$ cat config.mk
export PLATFORM = sky130hd
export DESIGN_NAME = countdown_timer
export DESIGN_NICKNAME = d
export VERILOG_FILES = /design/src/rtl/countdown_timer.sv
export SDC_FILE = /design/constraint.sdc
export NUM_CORES = 1
export LEC_CHECK = 0
export ABC_AREA = 1
export CAP_MARGIN = 5
export CORE_MARGIN = 4
export CORE_UTILIZATION = 51
export CTS_CLUSTER_SIZE = 14
export DETAILED_ROUTE_END_ITERATION = 12
export PLACE_DENSITY = 0.84
export RECOVER_POWER = 50
export SLEW_MARGIN = 10
export SYNTH_ARGS = -nofsm -noshare
export SYNTH_HDL_FRONTEND = slang
export SYNTH_SLANG_ARGS = --single-unit
export TNS_END_PERCENT = 1
$ cat constraint.sdc
create_clock -name clock_in -period 2.11 [get_ports clock_in]
set_input_delay 0.3165 -clock clock_in [delete_from_list [all_inputs] [get_ports clock_in]]
set_output_delay 0.3165 -clock clock_in [all_outputs]
set_load 0.02 [all_outputs]
$ cat src/rtl/countdown_timer.sv
// MM:SS BCD countdown timer advanced by rising edges of a sampled slow_clk.
// Optional alarm output enabled by defining COUNTDOWN_TIMER_ALARM_EN.
module countdown_timer #(
  parameter int unsigned ALARM_TICKS = 10
) (
  input  logic       clock_in,
  input  logic       clear_n,
  input  logic       slow_clk,
  input  logic       load,
  input  logic       start,
  input  logic       pause,
  input  logic [7:0] preset_min,
  input  logic [7:0] preset_sec,
  output logic [7:0] min_bcd,
  output logic [7:0] sec_bcd,
  output logic       running,
  output logic       done,
  output logic       alarm
);

  localparam logic [1:0] IDLE  = 2'd0;
  localparam logic [1:0] RUN   = 2'd1;
  localparam logic [1:0] PAUSE = 2'd2;
  localparam logic [1:0] DONE  = 2'd3;

  logic        slow_q, armed_q, tick;
  logic [1:0]  state_q, state_d;
  logic [15:0] count_q, count_d;
  logic        running_q, done_q;

  // armed_q blocks a spurious tick when slow_clk is already high at reset release
  assign tick = slow_clk & ~slow_q & armed_q;

  function automatic logic [3:0] clamp_digit(input logic [3:0] d, input logic [3:0] lim);
    return (d > lim) ? lim : d;
  endfunction

  function automatic logic [15:0] bcd_dec(input logic [15:0] c);
    logic [15:0] r;
    r = c;
    if (c[3:0] != 4'd0) begin
      r[3:0] = c[3:0] - 4'd1;
    end else begin
      r[3:0] = 4'd9;
      if (c[7:4] != 4'd0) begin
        r[7:4] = c[7:4] - 4'd1;
      end else begin
        r[7:4] = 4'd5;
        if (c[11:8] != 4'd0) begin
          r[11:8] = c[11:8] - 4'd1;
        end else begin
          r[11:8]  = 4'd9;
          r[15:12] = c[15:12] - 4'd1;
        end
      end
    end
    return r;
  endfunction

  always_comb begin
    state_d = state_q;
    count_d = count_q;
    if (load) begin
      count_d = {clamp_digit(preset_min[7:4], 4'd9), clamp_digit(preset_min[3:0], 4'd9),
                 clamp_digit(preset_sec[7:4], 4'd5), clamp_digit(preset_sec[3:0], 4'd9)};
      state_d = IDLE;
    end else begin
      case (state_q)
        IDLE, PAUSE: begin
          if (start) state_d = (count_q != 16'h0000) ? RUN : DONE;
        end
        RUN: begin
          if (pause) begin
            state_d = PAUSE;
          end else if (tick && count_q != 16'h0000) begin
            count_d = bcd_dec(count_q);
            if (count_q == 16'h0001) state_d = DONE;
          end
        end
        default: ;
      endcase
    end
  end

  always_ff @(posedge clock_in or negedge clear_n) begin
    if (!clear_n) begin
      slow_q    <= 1'b0;
      armed_q   <= 1'b0;
      state_q   <= IDLE;
      count_q   <= 16'h0000;
      running_q <= 1'b0;
      done_q    <= 1'b0;
    end else begin
      slow_q    <= slow_clk;
      armed_q   <= 1'b1;
      state_q   <= state_d;
      count_q   <= count_d;
      running_q <= (state_d == RUN);
      done_q    <= (state_d == DONE);
    end
  end

`ifdef COUNTDOWN_TIMER_ALARM_EN
  localparam int unsigned ACW = $clog2(ALARM_TICKS + 1);

  logic           alarm_q, alarm_d;
  logic [ACW-1:0] acnt_q, acnt_d;

  always_comb begin
    alarm_d = alarm_q;
    acnt_d  = acnt_q;
    if (state_d == DONE && state_q != DONE) begin
      alarm_d = 1'b1;
      acnt_d  = '0;
    end else if (state_d != DONE) begin
      alarm_d = 1'b0;
    end else if (tick && acnt_q != ACW'(ALARM_TICKS)) begin
      acnt_d  = acnt_q + ACW'(1);
      alarm_d = (acnt_d == ACW'(ALARM_TICKS)) ? 1'b0 : ~alarm_q;
    end
  end

  always_ff @(posedge clock_in or negedge clear_n) begin
    if (!clear_n) begin
      alarm_q <= 1'b0;
      acnt_q  <= '0;
    end else begin
      alarm_q <= alarm_d;
      acnt_q  <= acnt_d;
    end
  end

  assign alarm = alarm_q;
`else
  assign alarm = 1'b0;
`endif

  assign min_bcd = count_q[15:8];
  assign sec_bcd = count_q[7:0];
  assign running = running_q;
  assign done    = done_q;

endmodule

# After elaboration in Yosys (flattened, before gate mapping)
# Cells that the tools add are included.
[totals]
input_bits = 22
word_cells = 63
ff_bits = 22
out_inout_bits = 19
[classes]
magnitude_cmp = 4
bitwise = 3
reduce_logical = 13
add_sub_neg = 4
n_eq_ne = 9
n_mux = 21
[op_table]
columns = ["operator", "n"]
rows = [
  ["$mux W16", 4],
  ["$mux W4", 8],
  ["$eq A16 B1 Y1 const B", 1],
  ["$reduce_bool A16 Y1", 1],
  ["$sub A4 B1 Y4 const B", 4],
  ["$gt A4 B4 Y1 const B", 3],
  ["$mux W12", 1],
  ["$mux W2", 6],
  ["$reduce_bool A4 Y1", 3],
  ["$mux W8", 1],
  ["$ne A2 B2 Y1 const B", 4],
  ["$reduce_and A6 Y1", 1],
  ["$reduce_and A5 Y1", 1],
  ["$eq A2 B1 Y1 const B", 2],
  ["$eq A2 B2 Y1 const B", 2],
  ["$gt A4 B3 Y1 const B", 1],
  ["$pmux W2 S2", 1],
  ["$reduce_and A4 Y1", 1],
  ["$reduce_bool A2 Y1", 2],
  ["$reduce_and A3 Y1", 1],
  ["$and A1 B1 Y1", 2],
  ["$logic_not A2 Y1", 1],
  ["$reduce_or A2 Y1", 1],
  ["$logic_and A1 B1 Y1", 1],
  ["$not A1 Y1", 1],
]

# Depth between registers and ports, before layout
# Gate-level depths: netlist of run 1.
[logic_depth]
ltp_word = 9
ltp_mapped = 11
mapped_depth_nobuf = 10

# Worst setup path after synthesis of run 1
# No wires, ideal clock.
[synth_path]
path_kind = "flip-flop to flip-flop"
startpoint = "register count_q[12]"
endpoint = "register count_q[4]"
path_slack_ns = 0.608
setup_time_ns = 0.118
path_buffers = 1
path_stages_with_launch = 12
arrival_ns = 1.384
t_required_ns = 1.992
synth_period_minus_slack_ns = 1.502
path_cell_list = "dfrtp_1 inv_1 ha_1 nand2_1 nor2_2 nand2_1 nand3_2 nand2_2 buf_6 nand2_4 nand2_1 nand2_1"
[synth_via]
elab_chain_len = 4
[synth_rtl]
columns = ["element", "line", "source"]
rows = [
  ["start: declaration", "28", "logic [15:0] count_q, count_d;"],
  ["start signal: assignment", "97", "count_q <= count_d;"],
  ["$reduce_bool A16 Y1", "75", "end else if (tick && count_q != 16'h0000) begin"],
  ["$logic_and A1 B1 Y1", "75", ""],
  ["$reduce_bool A2 Y1 (no source line)", "--", ""],
  ["$reduce_and A4 Y1 (no source line)", "--", ""],
]
# No other way between the ends.
# A chain may end at the register's enable or synchronous reset.

# Final worst setup path of run 1
[layout_path]
startpoint = "register count_q[8]"
endpoint = "register count_q[15]"
[layout_via]
elab_chain_len = 4
elab_cells_between_ends = 6
cone_classes = "eq/ne (1); reduce/logical (5)"
[layout_rtl]
columns = ["element", "line"]
rows = [
  ["$reduce_bool A16 Y1", "75"],
  ["$logic_and A1 B1 Y1", "75"],
  ["$reduce_bool A2 Y1 (no source line)", "--"],
  ["$reduce_and A6 Y1 (no source line) (*)", "--"],
]
# Mark *: on every way between the ends. The rest lies on a longest branch, timed or not.

==> reports/results.tsv, run 1 <==
metric	value	unit
status	finished, final reports clean	
placement_setup_slack	0.315	ns
synth_sequential_area_ratio	37.8	%
max-vdd-ir-drop	0.764	mV
groute.usage.overall	20.2	%
worst-r2r-setup-slack	0.32	ns
post_dp_cell_area	0.00188	sq mm
fill_cell_count	242	
cts_inserted_buffers	3	
grt_pass1_vias	1354	
post_synth_instance_area	0.00146	sq mm
timing_worst_setup_path_type	register to register	
worst_skew_pair.late_latency	0.31	ns
finish.utilization	69.7	%
report.final.hold_viol_count	0	
achievable-frequency	557	MHz
drt-met1-wl	1510	microns
clock_path_buffers	2	
wl_per_cell	11.9	microns
worstMarginPinSlew	1.18	ns
placement.io_buffers	39	
firstDrtPassIters	4	
finalWorstSetupSlack	0.316	ns
synth-async-reset-ratio	100	%
detail_route.iter0.violations	68	
crit_path_max_incr_delay	0.44	ns
seq_cells_post_synth	22	
p_leak	0.948	nW
synth_edf_count	0	
kind_of_end_point_of_the_critical_path	register	
grt_pass1_wl	5680	microns
setup_violations	0	
hold_class	register to register	
globalplace.congestion	0.861	
clock_sink_count	22	
cts-resized-gates	0	
maximum_number_of_pins_on_one_net_before_global_route_repair	23	
final.period_utilization	85.0	%
synth_warn	0	
core_box_area	0.00273	sq mm
clk_pin_slew_worst_paths	0.12	ns
htreeDepth	1	
postCtsSetupBuffers	0	
total_power_density_per_cell_area	1010	mW/mm^2
syn-num-nets	227	
grt_setup_unrepaired	false	
avgViaCountPerCell	5.13	
totalNegativeSetupSlack	0	ns
clock_skew	0.00203	ns
yosysUniqueCellTypes	31	
die-height	61.5	microns
met2_length	1520	microns
num_rows	19	
drc	0	
ant_nets	0	
post_route_cells_drive_above_1_share	9.02	%
routed-via-count	1410	
cts_tree	yes	
max_slew_margin	21.2	%
globalRouteOverflowTotal	0	
max_cap_viol_count	0	
critical_path.max_fanout	20	
crit_chain	nor2_1 > nand2_1 > nor2_2 > nand2_1 > nand3_2 > nand2_2 > nand3_1 > nand2_1	
final_net_count	269	
critPathMostFrequentCell	nand2_1	
route.final.wire_length	3270	microns
area.growth.synth_to_final	30.7	%
initial_utilization	53.3	%
worst_ep_arrival_time	2.01	ns
ctsHoldBuffers	0	
final_period_minus_worst_setup_slack	1.79	ns
antennaDiodeCount	0	
slowest_cell_on_the_critical_path	dfrtp_1	
worst_ep_required_time	2.33	ns
maxSlewViolCount	0	
io_pins	41	
dr_wl_met3	188	microns
reg2regPathDepth	8	
holdPathStages	2	
worst_hold_slack	0.517	ns
clockRootBuffer	clkbuf_4	
ys_flop_type	dfrtp_1	
postSynthAreaPerCell	7.18	sq um
floorplan.die_area	0.00378	sq mm
place_hpwl	2530	microns
die_w	61.5	microns
grt_antenna_before_repair	0	
top_layer_used	met4	
post_syn_instances	203	
finish.instance_area	0.00191	sq mm
critPathLaunchType	register	
worst max-delay path, delay by kind of cell (launching register included):
family / cells / cell delay (ns)
and+or+nand+nor: 8 / 1.25
DFF: 1 / 0.44
logic make-up after synthesis:
kind of cell	share of synthesized area [%]
AND/OR/NAND/NOR	40.3
buffers and inverters	7.72
AO/OA/AOI/OAI	9.53
flip-flops	37.8
XOR/XNOR	2.40
adder cells (fa/ha/maj)	1.72
other	0.515
cells in the mapped netlist, types with 3 or more instances:
| master | number | share of area [%] |
|---|---|---|
| nor2_2 | 5 | 2.1 |
| o22ai_1 | 3 | 1.3 |
| inv_1 | 19 | 4.9 |
| nand2_1 | 64 | 16 |
| nor2_4 | 3 | 2.3 |
| o21ai_0 | 8 | 2.7 |
| a21oi_1 | 4 | 1.4 |
| buf_2 | 3 | 1.0 |
| nand3_1 | 21 | 7.2 |
| nand2_4 | 4 | 3.1 |
| nor2_1 | 17 | 4.4 |
| nand2_2 | 3 | 1.3 |
| dfrtp_1 | 22 | 38 |
| a22oi_1 | 4 | 2.1 |
through the flow:
stage,cells,total power (W)
finish,275,0.00192
global route,275,0.00209
CTS,275,0.00194
detailed placement,271,0.00170
global placement,271,0.00169
floorplan,203,0.00132
registers in the layout, summed over array words and instances, names as in the netlist:
signal and count:
count_q 16, running 1, armed_q 1, done 1, state_q 2, slow_q 1
layout by cell type, fill, tap and decap left out, types with 3 or more instances in the layout:
cell type        instances
o22ai_1                  3
nand2_2                  3
dlygate4sd3_1            5
nand2_1                 64
nand2_4                  4
o21ai_0                  8
clkbuf_4                 3
nor2_2                   4
nor2_4                   3
a21oi_1                  4
dfrtp_1                 22
clkdlybuf4s50_1         34
inv_1                   19
a22oi_1                  4
nor2_1                  18
nand3_1                 21
metal layers:
| layer | up-vias | global-route usage, % |
|---|---|---|
| met3 | 6 | 4.19 |
| met2 | 38 | 32.3 |
| met5 | - | 0 |
| met4 | 0 | 8.79 |
| met1 | 635 | 26.5 |
| li1 | 731 | - |
path summary, 6_finish.rpt:
kind | from | endpoint
setup / recovery | count_q[8] | count_q[15]
hold / removal | count_q[13] | count_q[13]
setup reg to reg | count_q[8] | count_q[15]
hold reg to reg | count_q[13] | count_q[13]
max in group asynchronous | clear_n | count_q[12]
min in group asynchronous | clear_n | count_q[5]
power by group:
group,leakage (nW),internal [W],switching [W]
Combinational,0.649,0.000452,0.000543
Sequential,0.278,0.000536,0.000152
Clock,0.0210,0.000105,0.000132
layout make-up:
| type | instances | area, sq um | area share, % |
|---|---|---|---|
| Clock buffer | 4 | 36.3 | 1.90 |
| Sequential cell | 22 | 551 | 28.9 |
| Multi-Input combinational cell | 155 | 792 | 41.6 |
| Timing Repair Buffer | 43 | 413 | 21.7 |
| Tap cell | 31 | 38.8 | 2.04 |
| Inverter | 20 | 75.1 | 3.94 |
No activity file was read; power rests on OpenSTA's default activity.
==> run 2: changes to the inputs <==
--- a/config.mk
+++ b/config.mk
@@ -7,11 +7,13 @@
 export LEC_CHECK = 0
 export ABC_AREA = 1
 export CAP_MARGIN = 5
-export CORE_MARGIN = 4
-export CORE_UTILIZATION = 51
+export CELL_PAD_IN_SITES_DETAIL_PLACEMENT = 0
+export CELL_PAD_IN_SITES_GLOBAL_PLACEMENT = 1
+export CORE_MARGIN = 10
+export CORE_UTILIZATION = 36
 export CTS_CLUSTER_SIZE = 14
 export DETAILED_ROUTE_END_ITERATION = 12
-export PLACE_DENSITY = 0.84
+export PLACE_DENSITY_LB_ADDON = 0.1
 export RECOVER_POWER = 50
 export SLEW_MARGIN = 10
 export SYNTH_ARGS = -nofsm -noshare
==> run 2 against run 1 <==
  * Global-route usage decreased by 8.5 points
  * Combinational power about the same
  * Die area increased by 85%
  * Final cell count increased by 6.9%
  * Total power increased by 4.6%
  * Largest power group unchanged
  * Count of clock-buffer cells in the layout unchanged
  * Via count increased by 2.2%
==> reports/results.tsv, run 2 (synthesized netlist as in run 1, its figures left out) <==
metric	value	unit	change
worst_ep_arrival_time	2.00	ns	was 2.01 ns
fill_cell_count	379		was 242
critPathMostFrequentCell	nand2_1		unchanged
clockRootBuffer	clkbuf_8		was clkbuf_4
htreeDepth	1		unchanged
clock_path_buffers	2		unchanged
power_frac_comb	50.1	%	was 51.8%
globalRouteOverflowTotal	0		unchanged
avgViaCountPerCell	4.90		was 5.13
worst-r2r-setup-slack	0.38	ns	was 0.32 ns
critical_path.max_fanout	11		was 20
wl_per_cell	13.2	microns	was 11.9 microns
antennaDiodeCount	0		unchanged
max_slew_margin	16.9	%	was 21.2%
setup_violations	0		unchanged
post_route_cells_drive_above_1_share	9.43	%	was 9.02%
area.growth.synth_to_final	33.8	%	was 30.7%
placement.io_buffers	39		unchanged
multi_input_comb_area	795	sq um	was 792 sq um
clk_pin_slew_worst_paths	0.08	ns	was 0.12 ns
total_power_density_per_cell_area	1030	mW/mm^2	was 1010 mW/mm^2
worst_ep_required_time	2.27	ns	was 2.33 ns
report.final.hold_viol_count	0		unchanged
initial_utilization	36.7	%	was 53.3%
maxSlewViolCount	0		unchanged
groute.usage.overall	11.7	%	was 20.2%
grt_antenna_before_repair	0		unchanged
globalplace.congestion	0.820		was 0.861
holdPathStages	2		unchanged
min_to	count_q[13]		unchanged
number_of_flip_flops_under_the_largest_register_name	16		unchanged
die-height	83.6	microns	was 61.5 microns
die_w	83.6	microns	was 61.5 microns
hold_class	register to register		unchanged
grt_pass1_wl	7050	microns	was 5680 microns
cts-resized-gates	0		unchanged
cts_tree	yes		unchanged
layout_commonest_cell	nand2_1		unchanged
detail_route.iter0.violations	43		was 68
clock_sink_count	22		unchanged
grt_setup_unrepaired	false		unchanged
cpLargestDelayFamily	buffers and inverters		was simple AND/OR/NAND/NOR gates
top_register	count_q		unchanged
power_switching	0.000855	W	was 0.000827 W
max-vdd-ir-drop	0.388	mV	was 0.764 mV
grt_pass1_vias	1482		was 1,354
route.final.wire_length	3880	microns	was 3270 microns
post_dp_cell_area	0.00190	sq mm	was 0.00188 sq mm
worst_skew_pair.late_latency	0.26	ns	was 0.31 ns
critPathLaunchType	primary input		was register
slowest_cell_on_the_critical_path	dlygate4sd3_1		was dfrtp_1
crit-reg2reg-capture	count_q[3]		was count_q[15]
r2r_start	count_q[12]		was count_q[8]
mostFrequentLayoutCells	nand2_1 (64), clkdlybuf4s50_1 (32), dfrtp_1 (22)		was nand2_1 (64), clkdlybuf4s50_1 (34), dfrtp_1 (22)
dp_cells	290		was 271
totalNegativeSetupSlack	0	ns	unchanged
timing_worst_setup_path_type	primary input to register		was register to register
io_pins	41		unchanged
sequential_cell_area	551	sq um	unchanged
worstMarginPinSlew	1.25	ns	was 1.18 ns
min-delay-start	count_q[13]		unchanged
status	finished, final reports clean		unchanged
p_leak	0.959	nW	was 0.948 nW
power.share.switching	42.5	%	was 43.1%
crit_path_max_incr_delay	0.58	ns	was 0.44 ns
finish.instance_area	0.00195	sq mm	was 0.00191 sq mm
kind_of_end_point_of_the_critical_path	register		unchanged
final.period_utilization	87.1	%	was 85.0%
reg.largest.list	count_q: 16 flops, state_q: 2 flops		unchanged
ant_nets	0		unchanged
routed-via-count	1441		was 1,410
final_period_minus_worst_setup_slack	1.84	ns	was 1.79 ns
ctsHoldBuffers	0		unchanged
place_hpwl	3070	microns	was 2530 microns
crit_chain	dlygate4sd3_1 > clkbuf_1 > nor2_1 > nor2_2 > nand2_4 > nand2_1 > nand2_1		was nor2_1 > nand2_1 > nor2_2 > nand2_1 > nand3_2 > nand2_2 > nand3_1 > nand2_1
achievable-frequency	544	MHz	was 557 MHz
power.internal	0.00115	W	was 0.00109 W
num_rows	23		was 19
sequentialPowerShare	34.5	%	was 35.8%
cp.buffers_inverters	2		was 0
cts_inserted_buffers	3		unchanged
final_net_count	269		unchanged
maximum_number_of_pins_on_one_net_before_global_route_repair	23		unchanged
pwr-share-clk	15.4	%	was 12.4%
reg2regPathDepth	9		was 8
drc	0		unchanged
core_box_area	0.00397	sq mm	was 0.00273 sq mm
final_cells	294		was 275
max_cap_viol_count	0		unchanged
cp.depth	7		was 8
postCtsSetupBuffers	0		unchanged
clock_skew	0.00204	ns	was 0.00203 ns
floorplan.die_area	0.00699	sq mm	was 0.00378 sq mm
firstDrtPassIters	4		unchanged
-- run 2: cell count changes in the layout (fill, tap and decap cells not counted), sizes merged --
cell / delta
dlygate4sd3: +2
clkdlybuf4s50: -2
-- run 2: area by class of cell --
type / count / area share [%]
clock buffers: 4 / 2.82
inverters: 20 / 3.85
multi-input cells: 155 / 40.7
flip-flops and latches: 22 / 28.2
well taps: 50 / 3.21
repair buffers: 43 / 21.2
-- run 2: layer usage --
metal / track usage, % / part of all wire (%)
met3: 3.71 / 5.2
met4: 3.35 / 1.1
met2: 19.7 / 50
met5: 0 / 0
met1: 13.9 / 44
-- run 2: power groups by stage --
stage | clock, W | sequential (W) | combinational (W)
after floorplan | 0 | 0.000812 | 0.000505
after global placement | 0 | 0.000695 | 0.00102
after detailed placement | 0 | 0.000701 | 0.00103
after CTS | 0.000317 | 0.000694 | 0.00103
after global routing | 0.000339 | 0.000727 | 0.00114
final | 0.000309 | 0.000693 | 0.00101
-- run 2: worst max path at each step --
stage / startpoint / end / slack (ns)
after detailed placement: slow_clk / count_q[2] / 0.29
after global routing: load / count_q[12] / 0.07
after CTS: count_q[8] / count_q[3] / 0.35
after floorplan: count_q[12] / count_q[4] / 0.61
after global placement: slow_clk / count_q[11] / 0.33
final: load / count_q[10] / 0.27
-- run 2: metrics by stage --
| stage | worst slack (ns) | hold WS [ns] | utilization (%) | power [W] |
|---|---|---|---|---|
| after floorplan | 0.608 | 0.0209 | - | 0.00132 |
| after global placement | 0.330 | 0.494 | 47.9 | 0.00172 |
| after detailed placement | 0.286 | 0.498 | 47.9 | 0.00173 |
| after CTS | 0.347 | 0.413 | 49.3 | 0.00204 |
| after global routing | 0.0736 | 0.546 | 49.1 | 0.00220 |
| final | 0.271 | 0.506 | 49.1 | 0.00201 |
-- run 2: worst register-to-register path: stages (launching register included) --
cell and delay [ns]:
dfrtp_1 0.43, inv_1 0.10, ha_1 0.15, nand2_1 0.06
nor2_2 0.15, nand2_1 0.11, nand3_2 0.07, nand2_2 0.28
nand3_1 0.21, nand2_1 0.07
